**src/rtl/fern_plot_ctrl.sv**
```systemverilog
// fern_plot_ctrl: port-A framebuffer writer for the barnsley point stream.
// Clears the frame on reset and on every button press, then plots points through a 3-stage pipeline.
module fern_plot_ctrl #(
    parameter int          FB_WIDTH   = 800,
    parameter int          FB_HEIGHT  = 600,
    parameter int          FP_WIDTH   = 25,
    parameter int          FP_INT     = 5,
    parameter int          FRAC_KEEP  = 6,
    parameter int          X_OFFSET   = 400,
    parameter logic [4:0]  PIX_VAL    = 5'b11111,
    parameter logic [19:0] ITER_INIT  = 20'd10000,
    parameter logic [19:0] ITER_STEP  = 20'd10000,
    parameter logic [19:0] ITER_LIMIT = 20'd1000000
) (
    input  logic                clk,
    input  logic                reset,
    input  logic                done,
    input  logic                complete,
    input  logic [FP_WIDTH-1:0] xn,
    input  logic [FP_WIDTH-1:0] yn,
    input  logic                btn,
    output logic [19:0]         iter_max,
    output logic                iter_change,
    output logic                bram_we,
    output logic [18:0]         bram_addr,
    output logic [4:0]          bram_din,
    output logic                clearing,
    output logic                frame_done,
    output logic [19:0]         plot_cnt,
    output logic [15:0]         oob_cnt
);
    localparam int PW   = FP_INT + FRAC_KEEP;
    localparam int NPIX = FB_WIDTH * FB_HEIGHT;

    typedef enum logic [1:0] {CLEAR, RUN, DONE} state_t;

    state_t               state_q, state_d;
    logic [18:0]          clr_addr_q, clr_addr_d;
    logic [19:0]          iter_max_q, iter_max_d;
    logic                 iter_change_q, iter_change_d;
    logic                 bram_we_q, bram_we_d;
    logic [18:0]          bram_addr_q, bram_addr_d;
    logic [4:0]           bram_din_q, bram_din_d;
    logic [19:0]          plot_cnt_q, plot_cnt_d;
    logic [15:0]          oob_cnt_q, oob_cnt_d;
    logic [2:0]           btn_sync_q, btn_sync_d;
    logic                 v1_q, v1_d, v2_q, v2_d, ok2_q, ok2_d;
    logic signed [PW-1:0] x1_q, x1_d, y1_q, y1_d;
    logic signed [11:0]   col_q, col_d, row_q, row_d;
    logic                 press;
    logic [20:0]          iter_sum;
    logic                 unused_frac;

    assign unused_frac = ^{xn[FP_WIDTH-PW-1:0], yn[FP_WIDTH-PW-1:0]};

    always_comb begin
        btn_sync_d    = {btn_sync_q[1:0], btn};
        press         = btn_sync_q[1] & ~btn_sync_q[2];
        iter_sum      = {1'b0, iter_max_q} + {1'b0, ITER_STEP};
        v1_d          = done & ~complete & (state_q == RUN);
        x1_d          = xn[FP_WIDTH-1 -: PW];
        y1_d          = yn[FP_WIDTH-1 -: PW];
        v2_d          = v1_q;
        col_d         = 12'(x1_q) + 12'(X_OFFSET);
        row_d         = 12'(FB_HEIGHT - 1) - 12'(y1_q);
        ok2_d         = ~col_d[11] & ~row_d[11] & (col_d < 12'(FB_WIDTH)) & (row_d < 12'(FB_HEIGHT));
        state_d       = state_q;
        clr_addr_d    = clr_addr_q;
        iter_max_d    = iter_max_q;
        iter_change_d = 1'b0;
        bram_we_d     = v2_q & ok2_q;
        bram_addr_d   = bram_we_d ? 19'(row_q) * 19'(FB_WIDTH) + 19'(col_q) : '0;
        bram_din_d    = bram_we_d ? PIX_VAL : '0;
        plot_cnt_d    = plot_cnt_q + 20'(v2_q & ok2_q & ~&plot_cnt_q);
        oob_cnt_d     = oob_cnt_q + 16'(v2_q & ~ok2_q & ~&oob_cnt_q);
        // clr_addr runs one past the last pixel so the final write lands while still in CLEAR
        if (state_q == CLEAR) begin
            if (clr_addr_q == 19'(NPIX)) begin
                state_d       = RUN;
                iter_change_d = 1'b1;
                plot_cnt_d    = '0;
                oob_cnt_d     = '0;
            end else begin
                clr_addr_d  = clr_addr_q + 19'd1;
                bram_we_d   = 1'b1;
                bram_addr_d = clr_addr_q;
                bram_din_d  = '0;
            end
        end else if (state_q == RUN && complete) begin
            state_d = DONE;
        end
        if (press) begin
            state_d       = CLEAR;
            clr_addr_d    = '0;
            iter_max_d    = iter_sum > {1'b0, ITER_LIMIT} ? ITER_INIT : iter_sum[19:0];
            iter_change_d = 1'b0;
            v1_d          = 1'b0;
            v2_d          = 1'b0;
            bram_we_d     = 1'b0;
            bram_addr_d   = '0;
            bram_din_d    = '0;
            plot_cnt_d    = plot_cnt_q;
            oob_cnt_d     = oob_cnt_q;
        end
    end

    always_ff @(posedge clk or negedge reset) begin
        if (!reset) begin
            state_q       <= CLEAR;
            clr_addr_q    <= '0;
            iter_max_q    <= ITER_INIT;
            iter_change_q <= 1'b0;
            bram_we_q     <= 1'b0;
            bram_addr_q   <= '0;
            bram_din_q    <= '0;
            plot_cnt_q    <= '0;
            oob_cnt_q     <= '0;
            btn_sync_q    <= '0;
            v1_q          <= 1'b0;
            v2_q          <= 1'b0;
            ok2_q         <= 1'b0;
            x1_q          <= '0;
            y1_q          <= '0;
            col_q         <= '0;
            row_q         <= '0;
        end else begin
            state_q       <= state_d;
            clr_addr_q    <= clr_addr_d;
            iter_max_q    <= iter_max_d;
            iter_change_q <= iter_change_d;
            bram_we_q     <= bram_we_d;
            bram_addr_q   <= bram_addr_d;
            bram_din_q    <= bram_din_d;
            plot_cnt_q    <= plot_cnt_d;
            oob_cnt_q     <= oob_cnt_d;
            btn_sync_q    <= btn_sync_d;
            v1_q          <= v1_d;
            v2_q          <= v2_d;
            ok2_q         <= ok2_d;
            x1_q          <= x1_d;
            y1_q          <= y1_d;
            col_q         <= col_d;
            row_q         <= row_d;
        end
    end

    assign iter_max    = iter_max_q;
    assign iter_change = iter_change_q;
    assign bram_we     = bram_we_q;
    assign bram_addr   = bram_addr_q;
    assign bram_din    = bram_din_q;
    assign clearing    = (state_q == CLEAR);
    assign frame_done  = (state_q == DONE);
    assign plot_cnt    = plot_cnt_q;
    assign oob_cnt     = oob_cnt_q;
endmodule

```
**config.mk**
```make
export PLATFORM = sky130hd
export DESIGN_NAME = fern_plot_ctrl
export DESIGN_NICKNAME = d
export VERILOG_FILES = /design/src/rtl/fern_plot_ctrl.sv
export SDC_FILE = /design/constraint.sdc
export NUM_CORES = 1
export LEC_CHECK = 0
export BUFFER_PORTS_ARGS = -buffer_cell sky130_fd_sc_hd__buf_2
export CORE_MARGIN = 1.5
export CORE_UTILIZATION = 30
export CTS_CLUSTER_SIZE = 12
export DETAILED_ROUTE_END_ITERATION = 8
export GPL_TIMING_DRIVEN = 0
export HOLD_SLACK_MARGIN = 0.1
export PLACE_DENSITY = 0.52
export SYNTH_ARGS = -nofsm -noshare
export SYNTH_HDL_FRONTEND = slang
export SYNTH_SLANG_ARGS = --single-unit
```
**constraint.sdc**
```tcl
create_clock -name clk -period 9.2 [get_ports clk]
set_input_delay 1.84 -clock clk [delete_from_list [all_inputs] [get_ports clk]]
set_output_delay 1.84 -clock clk [all_outputs]
set_load 0.02 [all_outputs]
```
==> results of run 1 <==
[sequential cells by signal (all words and copies together) (netlist names)]
| register | cells |
|---|---|
| plot_cnt | 20 |
| bram_addr | 19 |
| clr_addr_q | 19 |
| iter_max | 16 |
| oob_cnt | 16 |
| col_q | 12 |
| row_q | 12 |
| x1_q | 11 |
| y1_q | 11 |
| btn_sync_q | 3 |
| state_q | 2 |
| bram_din | 1 |
| bram_we | 1 |
| iter_change | 1 |
| ok2_q | 1 |
| v1_q | 1 |
| v2_q | 1 |
[power by group through the flow]
stage	clock network, mW	logic, mW	registers [mW]
2_1_floorplan	0	0.566	0.813
3_3_place_gp	0	0.786	0.790
3_5_place_dp	0	0.793	0.790
4_1_cts	0.736	0.798	0.778
5_1_grt	0.764	0.895	0.788
6_report	0.718	0.786	0.779
[critical path: cells and delay by family (launching register included)]
kind	cells	cell delay (ps)
fa+ha+maj	5	1760
compound gates	7	1230
flops	1	460
xor+xnor	2	460
simple gates	2	280
[routing by layer]
layer | up-vias | wire (um)
li1 | 3040 | -
met1 | 2867 | 9650
met2 | 97 | 8590
met3 | 13 | 638
met4 | 0 | 223
met5 | - | 0
[cell type report]
cell class | instances | area, um2 | share of cell area (%)
buffer | 36 | 203 | 2.11
multi-input combinational | 565 | 3950 | 41.0
clock buffer | 21 | 460 | 4.79
clock inverter | 11 | 150 | 1.56
timing repair buffer | 107 | 564 | 5.87
inverter | 49 | 184 | 1.91
sequential | 147 | 3680 | 38.3
tap | 335 | 419 | 4.36
[cells in the mapped netlist, types with 3 or more instances]
| library cell | number | area share, % |
|---|---|---|
| a22o_1 | 17 | 1.9 |
| dfstp_2 | 5 | 1.6 |
| inv_1 | 49 | 2.3 |
| or2_2 | 3 | 0.23 |
| and2_1 | 5 | 0.39 |
| nor2_1 | 68 | 3.2 |
| dfrtp_1 | 142 | 44 |
| or3_1 | 12 | 0.94 |
| nand3_1 | 28 | 1.8 |
| clkbuf_1 | 10 | 0.47 |
| xor2_1 | 36 | 3.9 |
| nand4_1 | 17 | 1.3 |
| a21o_1 | 6 | 0.56 |
| or4_1 | 3 | 0.28 |
| mux2i_1 | 3 | 0.38 |
| buf_2 | 10 | 0.63 |
| nor3_1 | 15 | 0.94 |
| fa_1 | 9 | 2.3 |
| nand2b_1 | 7 | 0.55 |
| a21oi_1 | 35 | 2.2 |
| o21ai_0 | 42 | 2.6 |
| xnor2_1 | 33 | 3.6 |
| o41ai_1 | 3 | 0.33 |
| and4_1 | 7 | 0.77 |
| ha_1 | 52 | 8.1 |
| nor4_1 | 4 | 0.31 |
| buf_4 | 12 | 1.1 |
| a31oi_1 | 12 | 0.94 |
| o31ai_1 | 7 | 0.66 |
| o21a_1 | 5 | 0.47 |
| and3_1 | 15 | 1.2 |
| nor2b_1 | 9 | 0.70 |
| nand2_1 | 62 | 2.9 |
[path summary, 6_finish.rpt]
path / cells past startpoint / from / slack, ps / endpoint
hold reg to reg: 0 / x1_q[3]$_DFF_PN0_ / 350 / col_q[3]$_DFF_PN0_
setup reg to reg: 16 / row_q[1]$_DFF_PN0_ / 4890 / bram_addr[18]$_DFF_PN0_
min in group asynchronous: 1 / reset / 1390 / y1_q[5]$_DFF_PN0_
max in group asynchronous: 2 / reset / 6960 / iter_max[10]$_DFFE_PN1P_
hold / removal: 0 / x1_q[3]$_DFF_PN0_ / 350 / col_q[3]$_DFF_PN0_
setup / recovery: 16 / row_q[1]$_DFF_PN0_ / 4890 / bram_addr[18]$_DFF_PN0_
[layout by cell type, fill, tap and decap left out, drive strengths merged, types with 4 or more instances in the layout]
master and instances:
nor2b 9, xnor2 33, o21a 5, a31oi 12
buf 131, a21oi 36, nor4 5, and3 15
nor3 17, conb 4, o31ai 7, dfrtp 142
nand2 63, clkinv 4, nand4 18, o21ai 43
fa 9, a21o 6, inv 51, or3 12
xor2 36, clkbuf 33, dfstp 5, nor2 69
nand2b 7, and2 5, a22o 17, and4 7
ha 52, nand3 30
[cells by family (layout without fill, tap and decap cells)]
group	after synthesis	in the layout	synth area share [%]
simple gates	271	271	17.6
compound gates	156	156	12.9
flops	147	147	46.0
buf+inv	85	224	4.83
xor+xnor	70	70	7.83
fa+ha+maj	61	61	10.4
mux	3	3	0.375
other cells	1	4	0.0468
==> reports/qor.csv, run 1 <==
metric,value,unit
CTS H-tree lvls,4,
CP Cell Sequence,ha_1 -> ha_1 -> ha_1 -> fa_1 -> a21o_1 -> a21oi_1 -> o21bai_1 -> a21oi_1 -> o21ai_0 -> xor2_1 -> ha_1 -> and3_1 -> a311oi_1 -> xnor3_1 -> nand2_1 -> a21oi_1,
GP Congestion,0.780,
Slew HR,50.0,%
Initial Util,30.6,%
cts bufs inserted,17,
"slowest stage delay, CP",470,ps
initial antenna violation count,0,
full die area,27700,um2
DRC,2,
nets,1039,
CTS tree,built,
Yosys warnings,0,
"flops & latches, synth",147,
Most Crowded Layer GR,met2,
critical path launch point type,flip-flop,
fmax,232,MHz
Clock Power Share,31.5,%
post-synthesis area per instance,10.1,um2
Post-Place Cells,1239,
Final Hold Vio Count,0,
Fin Clk Skew,14.9,ps
failing checks,DRC,
Switching Share,34.8,%
WHS,347,ps
crit path max fanout,4,
pin count of the biggest net entering global routing,87,
wire length of the first global-routing pass,31700,um
GRT Resource Usage Total,14.5,%
Synth Instances,794,
met1 Usage GRT,20.3,%
WL final,19100,um
DP Area,9000,um2
maximum VDD drop,0.115,mV
core area,26100,um2
# setup viols final,0,
HPWL after DPL,14100,um
critical path class,flip-flop to flip-flop,
Worst-path clk slew,60,ps
Net Switching,0.794,mW
synth unique cells,76,
Worst-Skew Late Latency,430,ps
Layout Area Growth over Synthesis,20.1,%
CTS Sinks,147,
final global-route overflow total,0,
total power draw,2.28,mW
RSZ-0062 raised after global routing,false,
Hold Buf Count CTS,0,
"Top FF cell, synth",dfrtp_1,
"Setup Fix Bufs, Post-CTS",0,
asr flop ratio synth,100,%
synthesized area,8010,um2
Die H,166,um
"most used cell, CP",ha_1,
# diodes,0,
leak pwr,4.67,nW
Via density,4.73,
M3 GR Usage,3.19,%
pre-CTS setup slack,4850,ps
number of synthesized flops with an enable pin,0,
initial DRC count,307,
Filler cells,2684,
fin area,9610,um2
I/O pins,139,
routed len/inst,15.0,um
final number of max-transition violations,0,
post-CTS sizing,0,
FP Rows,59,
Slew @ Worst Pin,750,ps
max-cap viol count,0,
fin util,36.8,%
Hold Path Class,flip-flop to flip-flop,
layout cells sized above 1,19.7,%
Int Power,1.49,mW
post-route setup slack,4890,ps
final std cells w/o fill,1271,
sequential share of power,34.1,%
Chip Width,166,um
Routed Antenna Nets,0,
count of input and output buffers,106,
status,finished with violations,
clock tree buffer depth,2,
Final min period,4310,ps
power density cells,238,nW/um2
vias in the first global route,5946,
clk root buf,clkbuf_16,
fin crit share,46.9,%
Gate power share,34.4,%
arrival time worst endpoint,4620,ps
Worst setup EP type,flip-flop,
Via Count,6017,
sequential share of the synthesized area,46.0,%
drt first pass iters,6,
"slowest stage cell, crit path",fa_1,
met2 Use GR,22.3,%
Fin Setup TNS,0,ps
worst endpoint required time,9510,ps
(Power assumes the default switching activity.)
==> inputs of run 2 (changes only) <==
PLACE_DENSITY = 0.54   (was 0.52)
clock period = 3.7 ns   (was 9.2 ns; I/O delays follow)
==> run 2 against run 1 <==
Compared with the run above: the run ends with DRC, setup timing left; register-to-register slack worse by 5100 ps; first-iteration DRC count is 6.2% higher; cell count is 1.1% higher.
==> reports/qor.csv, run 2 (same netlist as run 1, synthesis figures left out) <==
metric,value,unit
power density cells,610,nW/um2
RSZ-0062 raised after global routing,true,
Routed Antenna Nets,0,
routed len/inst,15.4,um
Final Hold Vio Count,0,
CTS H-tree lvls,4,
GP Congestion,0.786,
Most Crowded Layer GR,met2,
full die area,27700,um2
Worst setup EP type,flip-flop,
layout cells sized above 1,25.2,%
critical path class,flip-flop to flip-flop,
Slew @ Worst Pin,682,ps
CTS tree,built,
maximum VDD drop,0.317,mV
CP Cell Sequence,ha_4 -> ha_4 -> fa_1 -> ha_4 -> buf_4 -> nand3_2 -> o211ai_1 -> buf_4 -> nor2_1 -> xnor2_1 -> ha_2 -> or2_4 -> o22a_1 -> a311oi_2 -> xnor3_1 -> nand2_1 -> a21oi_2,
max-cap viol count,0,
# setup viols final,3,
DRC,3,
status,finished with violations,
clk root buf,clkbuf_16,
"slowest stage delay, CP",520,ps
HPWL after DPL,14200,um
most frequent cells in the layout,"137 x dfrtp_1, 115 x buf_2, 68 x nor2_1",
nets,1056,
final std cells w/o fill,1285,
fin crit share,107,%
FF+latch area,3690,um2
Worst R2R Path Depth,17,
Hold Buf Count CTS,0,
core area,26100,um2
final global-route overflow total,0,
clock tree buffer depth,2,
vias in the first global route,6249,
crit path max fanout,4,
leak pwr,4.75,nW
met1 Usage GRT,20.1,%
I/O pins,139,
GRT Resource Usage Total,14.7,%
Die H,166,um
final number of max-transition violations,0,
failing checks,"DRC, setup timing",
pin count of the biggest net entering global routing,78,
max FFs per register,20,
FF-to-FF End,bram_addr[18]$_DFF_PN0_,
Reg2Reg Launch Point,row_q[3]$_DFF_PN0_,
# diodes,0,
Filler cells,2646,
Fin Clk Skew,8.44,ps
wire length of the first global-routing pass,32300,um
count of input and output buffers,106,
Slew HR,54.5,%
"most common cell after layout, fill and taps aside",dfrtp_1,
drt first pass iters,7,
Initial Util,30.6,%
met2 Use GR,23.4,%
Hold Path Class,input pin to async pin,
Via Count,6232,
Worst-path clk slew,60,ps
Worst-Skew Late Latency,420,ps
initial DRC count,326,
fmax,253,MHz
Via density,4.85,
Post-Place Cells,1239,
Layout Area Growth over Synthesis,25.0,%
WL final,19800,um
Multi-input gate area,4220,um2
worst endpoint required time,4000,ps
DP Area,9060,um2
CTS Sinks,147,
fin area,10000,um2
initial antenna violation count,0,
FP Rows,59,
cts bufs inserted,17,
"most used cell, CP",ha_4,
arrival time worst endpoint,4250,ps
Final min period,3950,ps
M3 GR Usage,2.72,%
post-route setup slack,-252,ps
r2r setup slk,-250,ps
critical path launch point type,flip-flop,
"slowest stage cell, crit path",fa_1,
Chip Width,166,um
## run 2: changes by cell type in the layout (fill, tap and decap cells not counted), moves of 3 or more
cell,before,now
dfrtp_2,0,5
nor3_1,15,12
ha_1,52,38
a21oi_2,1,5
ha_4,0,12
buf_4,12,29
dfrtp_1,142,137
a21oi_1,35,31
## run 2: worst max-delay path by stage
stage | start | end | slack (ps)
global route | row_q[3]$_DFF_PN0_ | bram_addr[18]$_DFF_PN0_ | -420
finish | row_q[3]$_DFF_PN0_ | bram_addr[18]$_DFF_PN0_ | -250
detailed placement | row_q[5]$_DFF_PN0_ | bram_addr[18]$_DFF_PN0_ | -350
floorplan | row_q[2]$_DFF_PN0_ | bram_addr[18]$_DFF_PN0_ | 1
global placement | reset | iter_max[11]$_DFFE_PN0P_ | -370
CTS | row_q[4]$_DFF_PN0_ | bram_addr[18]$_DFF_PN0_ | -210
## run 2: cell type report
cell class | instances | area share [%]
timing repair buffer | 124 | 6.92
tap | 335 | 4.19
inverter | 49 | 1.84
sequential | 147 | 36.9
buffer | 36 | 2.03
clock buffer | 21 | 4.70
clock inverter | 8 | 1.28
multi-input combinational | 565 | 42.2
## run 2: what timing repair did
action | CTS | global route
setup buffers | 11 | 6
pin swaps | 21 | 19
endpoints found under the hold margin | 0 | 0
resized for setup | 12 | 25
endpoints found under the setup margin | 4 | 4
## run 2: power by group
| group | internal [mW] | switching [mW] |
|---|---|---|
| Clock | 1.11 | 0.670 |
| Combinational | 1.10 | 1.28 |
| Sequential | 1.76 | 0.176 |
## run 2: metrics by stage
stage | hold slack, ps | power [mW] | setup slack [ps] | setup TNS (ps) | utilization [%]
floorplan | 331 | 3.48 | 1.37 | 0 | -
global placement | 334 | 3.98 | -374 | -50660 | 34.5
detailed placement | 335 | 4.00 | -349 | -742 | 34.7
CTS | 347 | 5.95 | -211 | -536 | 37.5
global route | 353 | 6.49 | -419 | -1190 | 38.3
finish | 321 | 6.10 | -252 | -624 | 38.3
## run 2: per-layer routing
layer / vias to the layer above / share of wire (%)
met1: 3008 / 49
met5: - / 0
met3: 19 / 3.6
met4: 0 / 1.2
li1: 3078 / -
met2: 127 / 46
## run 2: critical path: cells and delay by family (launching register included)
family                   cells  cell delay [ps]
buffers and inverters        2              270
flip-flops                   1              450
adder cells (fa/ha/maj)      5             1500
AO/OA/AOI/OAI                4              750
XOR/XNOR                     2              420
AND/OR/NAND/NOR              4              460
==> inputs of run 3 (changes only) <==
CORE_ASPECT_RATIO = 1.75   (was not set)
CORE_UTILIZATION = 51   (was 30)
PLACE_DENSITY = 0.81   (was 0.54)
TNS_END_PERCENT = 5   (was not set)
==> run 3 against run 2 <==
Compared with the run above: the flow finishes with violations (setup timing); clock skew increased by 1.8 ps; cell area down 3.6%; worst setup slack got worse by 91 ps; total power decreased by 2.8%; critical endpoint unchanged; highest routed layer unchanged.
==> reports/qor.csv, run 3 (same netlist as run 1, synthesis figures left out) <==
metric,value,unit
Gate power share,38.8,%
"most common cell after layout, fill and taps aside",dfrtp_1,
Reg2Reg Launch Point,row_q[2]$_DFF_PN0_,
worst endpoint required time,3990,ps
pin count of the biggest net entering global routing,76,
crit path from,row_q[2]$_DFF_PN0_,
Hold Path Class,input pin to async pin,
CP Cell Sequence,ha_1 -> ha_4 -> fa_1 -> ha_4 -> a21o_1 -> a21oi_4 -> o21bai_1 -> a21oi_2 -> o21ai_2 -> xor2_1 -> ha_1 -> and3_1 -> a311oi_2 -> xnor3_1 -> nand2_1 -> a21oi_2,
layout cells sized above 1,23.4,%
power density cells,615,nW/um2
Net Switching,2.19,mW
Int Power,3.74,mW
Worst R2R Path Depth,16,
Slew HR,53.8,%
drt first pass iters,4,
Via density,5.74,
crit path max fanout,4,
FP Rows,60,
Slew @ Worst Pin,694,ps
FF-to-FF End,bram_addr[18]$_DFF_PN0_,
Die H,169,um
critical path launch point type,flip-flop,
count of cell instances traversed by the critical path,16,
HPWL after DPL,14100,um
# setup viols final,4,
initial DRC count,285,
fmax,247,MHz
CTS tree,built,
status,finished with violations,
clock tree buffer depth,2,
Initial Util,52.0,%
r2r setup slk,-340,ps
GP Congestion,0.942,
Switching Share,36.9,%
Hold Buf Count CTS,0,
arrival time worst endpoint,4340,ps
final number of max-transition violations,0,
Worst setup EP type,flip-flop,
DRC,0,
crit path capture,bram_addr[18]$_DFF_PN0_,
Via Count,6533,
WL final,19400,um
max FFs per register,20,
clk root buf,clkbuf_16,
count of input and output buffers,106,
Clock Power Share,28.7,%
cts bufs inserted,17,
Fin Clk Skew,10.2,ps
DP Area,8880,um2
post-route setup slack,-343,ps
vias in the first global route,6552,
Fin Setup TNS,-855,ps
maximum VDD drop,0.351,mV
critical path class,flip-flop to flip-flop,
nets,1054,
Worst-Skew Late Latency,420,ps
routed len/inst,17.0,um
WP buf/inv,0,
GRT Resource Usage Total,24.3,%
failing checks,setup timing,
leak pwr,4.73,nW
CTS H-tree lvls,4,
I/O pins,139,
Chip Width,97.7,um
Layout Area Growth over Synthesis,20.5,%
WHS,346,ps
CTS Sinks,147,
most frequent cells in the layout,"141 x dfrtp_1, 115 x buf_2, 68 x nor2_1",
"slowest stage delay, CP",550,ps
Routed Antenna Nets,0,
fin crit share,109,%
Worst-path clk slew,60,ps
wire length of the first global-routing pass,31500,um
final global-route overflow total,0,
Final min period,4040,ps
full die area,16500,um2
initial antenna violation count,1,
core area,15400,um2
fin area,9650,um2
"CP delay by family, top",adder cells,
Final Hold Vio Count,0,
RSZ-0062 raised after global routing,true,
sequential share of power,32.5,%
"slowest stage cell, crit path",fa_1,
max-cap viol count,0,
run 3: changes by cell type in the layout (fill, tap and decap cells not counted), moves of 4 or more:
cell / delta
inv_6: +5
ha_1: +8
dfrtp_2: -4
ha_4: -7
dfrtp_1: +4
run 3: worst reg2reg max path, cell delays in order, from the launching register on:
cell      delay (ps)
dfrtp_1          410
ha_1             340
ha_4             230
fa_1             550
ha_4             230
a21o_1           190
a21oi_4          160
o21bai_1          90
a21oi_2          190
o21ai_2           70
xor2_1           170
ha_1             350
and3_1           210
a311oi_2         270
xnor3_1          300
nand2_1          100
a21oi_2           60
run 3: power groups by stage:
stage / Clock (mW) / Combinational (mW) / Sequential [mW]
floorplan: 0 / 1.46 / 2.02
global placement: 0 / 2.04 / 1.95
detailed placement: 0 / 2.08 / 1.95
CTS: 1.72 / 2.23 / 1.92
global route: 1.81 / 2.53 / 1.94
finish: 1.70 / 2.30 / 1.93
run 3: cell type report:
type | count | area (um2)
Inverter | 49 | 184
Clock inverter | 14 | 144
Tap cell | 186 | 233
Clock buffer | 18 | 439
Fill cell | 1221 | 5740
Timing Repair Buffer | 122 | 677
Sequential cell | 147 | 3690
Multi-Input combinational cell | 565 | 4080
Antenna cell | 1 | 2.50
Buffer | 36 | 203
run 3: worst min path at each step:
stage	end	slack [ps]	from	depth (start not counted)
floorplan	btn_sync_q[1]$_DFF_PN0_	330	btn_sync_q[0]$_DFF_PN0_	0
global placement	col_q[2]$_DFF_PN0_	330	x1_q[2]$_DFF_PN0_	0
detailed placement	col_q[3]$_DFF_PN0_	340	x1_q[3]$_DFF_PN0_	0
CTS	col_q[3]$_DFF_PN0_	350	x1_q[3]$_DFF_PN0_	0
global route	col_q[2]$_DFF_PN0_	360	x1_q[2]$_DFF_PN0_	0
finish	bram_addr[11]$_DFF_PN0_	350	reset	1
run 3: through the flow:
step | setup slack [ps] | utilization (%) | power [mW] | cells
finish | -343 | 62.7 | 5.93 | 1138
global route | -522 | 62.7 | 6.28 | 1138
CTS | -259 | 62.2 | 5.87 | 1132
detailed placement | -459 | 57.7 | 4.04 | 1090
global placement | -350 | 57.5 | 3.99 | 1089
floorplan | 1.37 | - | 3.48 | 797
run 3: repair_timing:
action | CTS | global route
gates resized for setup | 10 | 7
pin swaps | 23 | 14
endpoints found under the setup margin | 4 | 6
setup buffers | 10 | 5
run 3: per-layer routing:
layer	up-vias	track usage (%)	routed length, um
met5	-	0	0
met4	0	11.9	724
met3	62	5.28	1020
met2	231	45.3	10800
met1	3168	25.5	6880
li1	3072	-	-
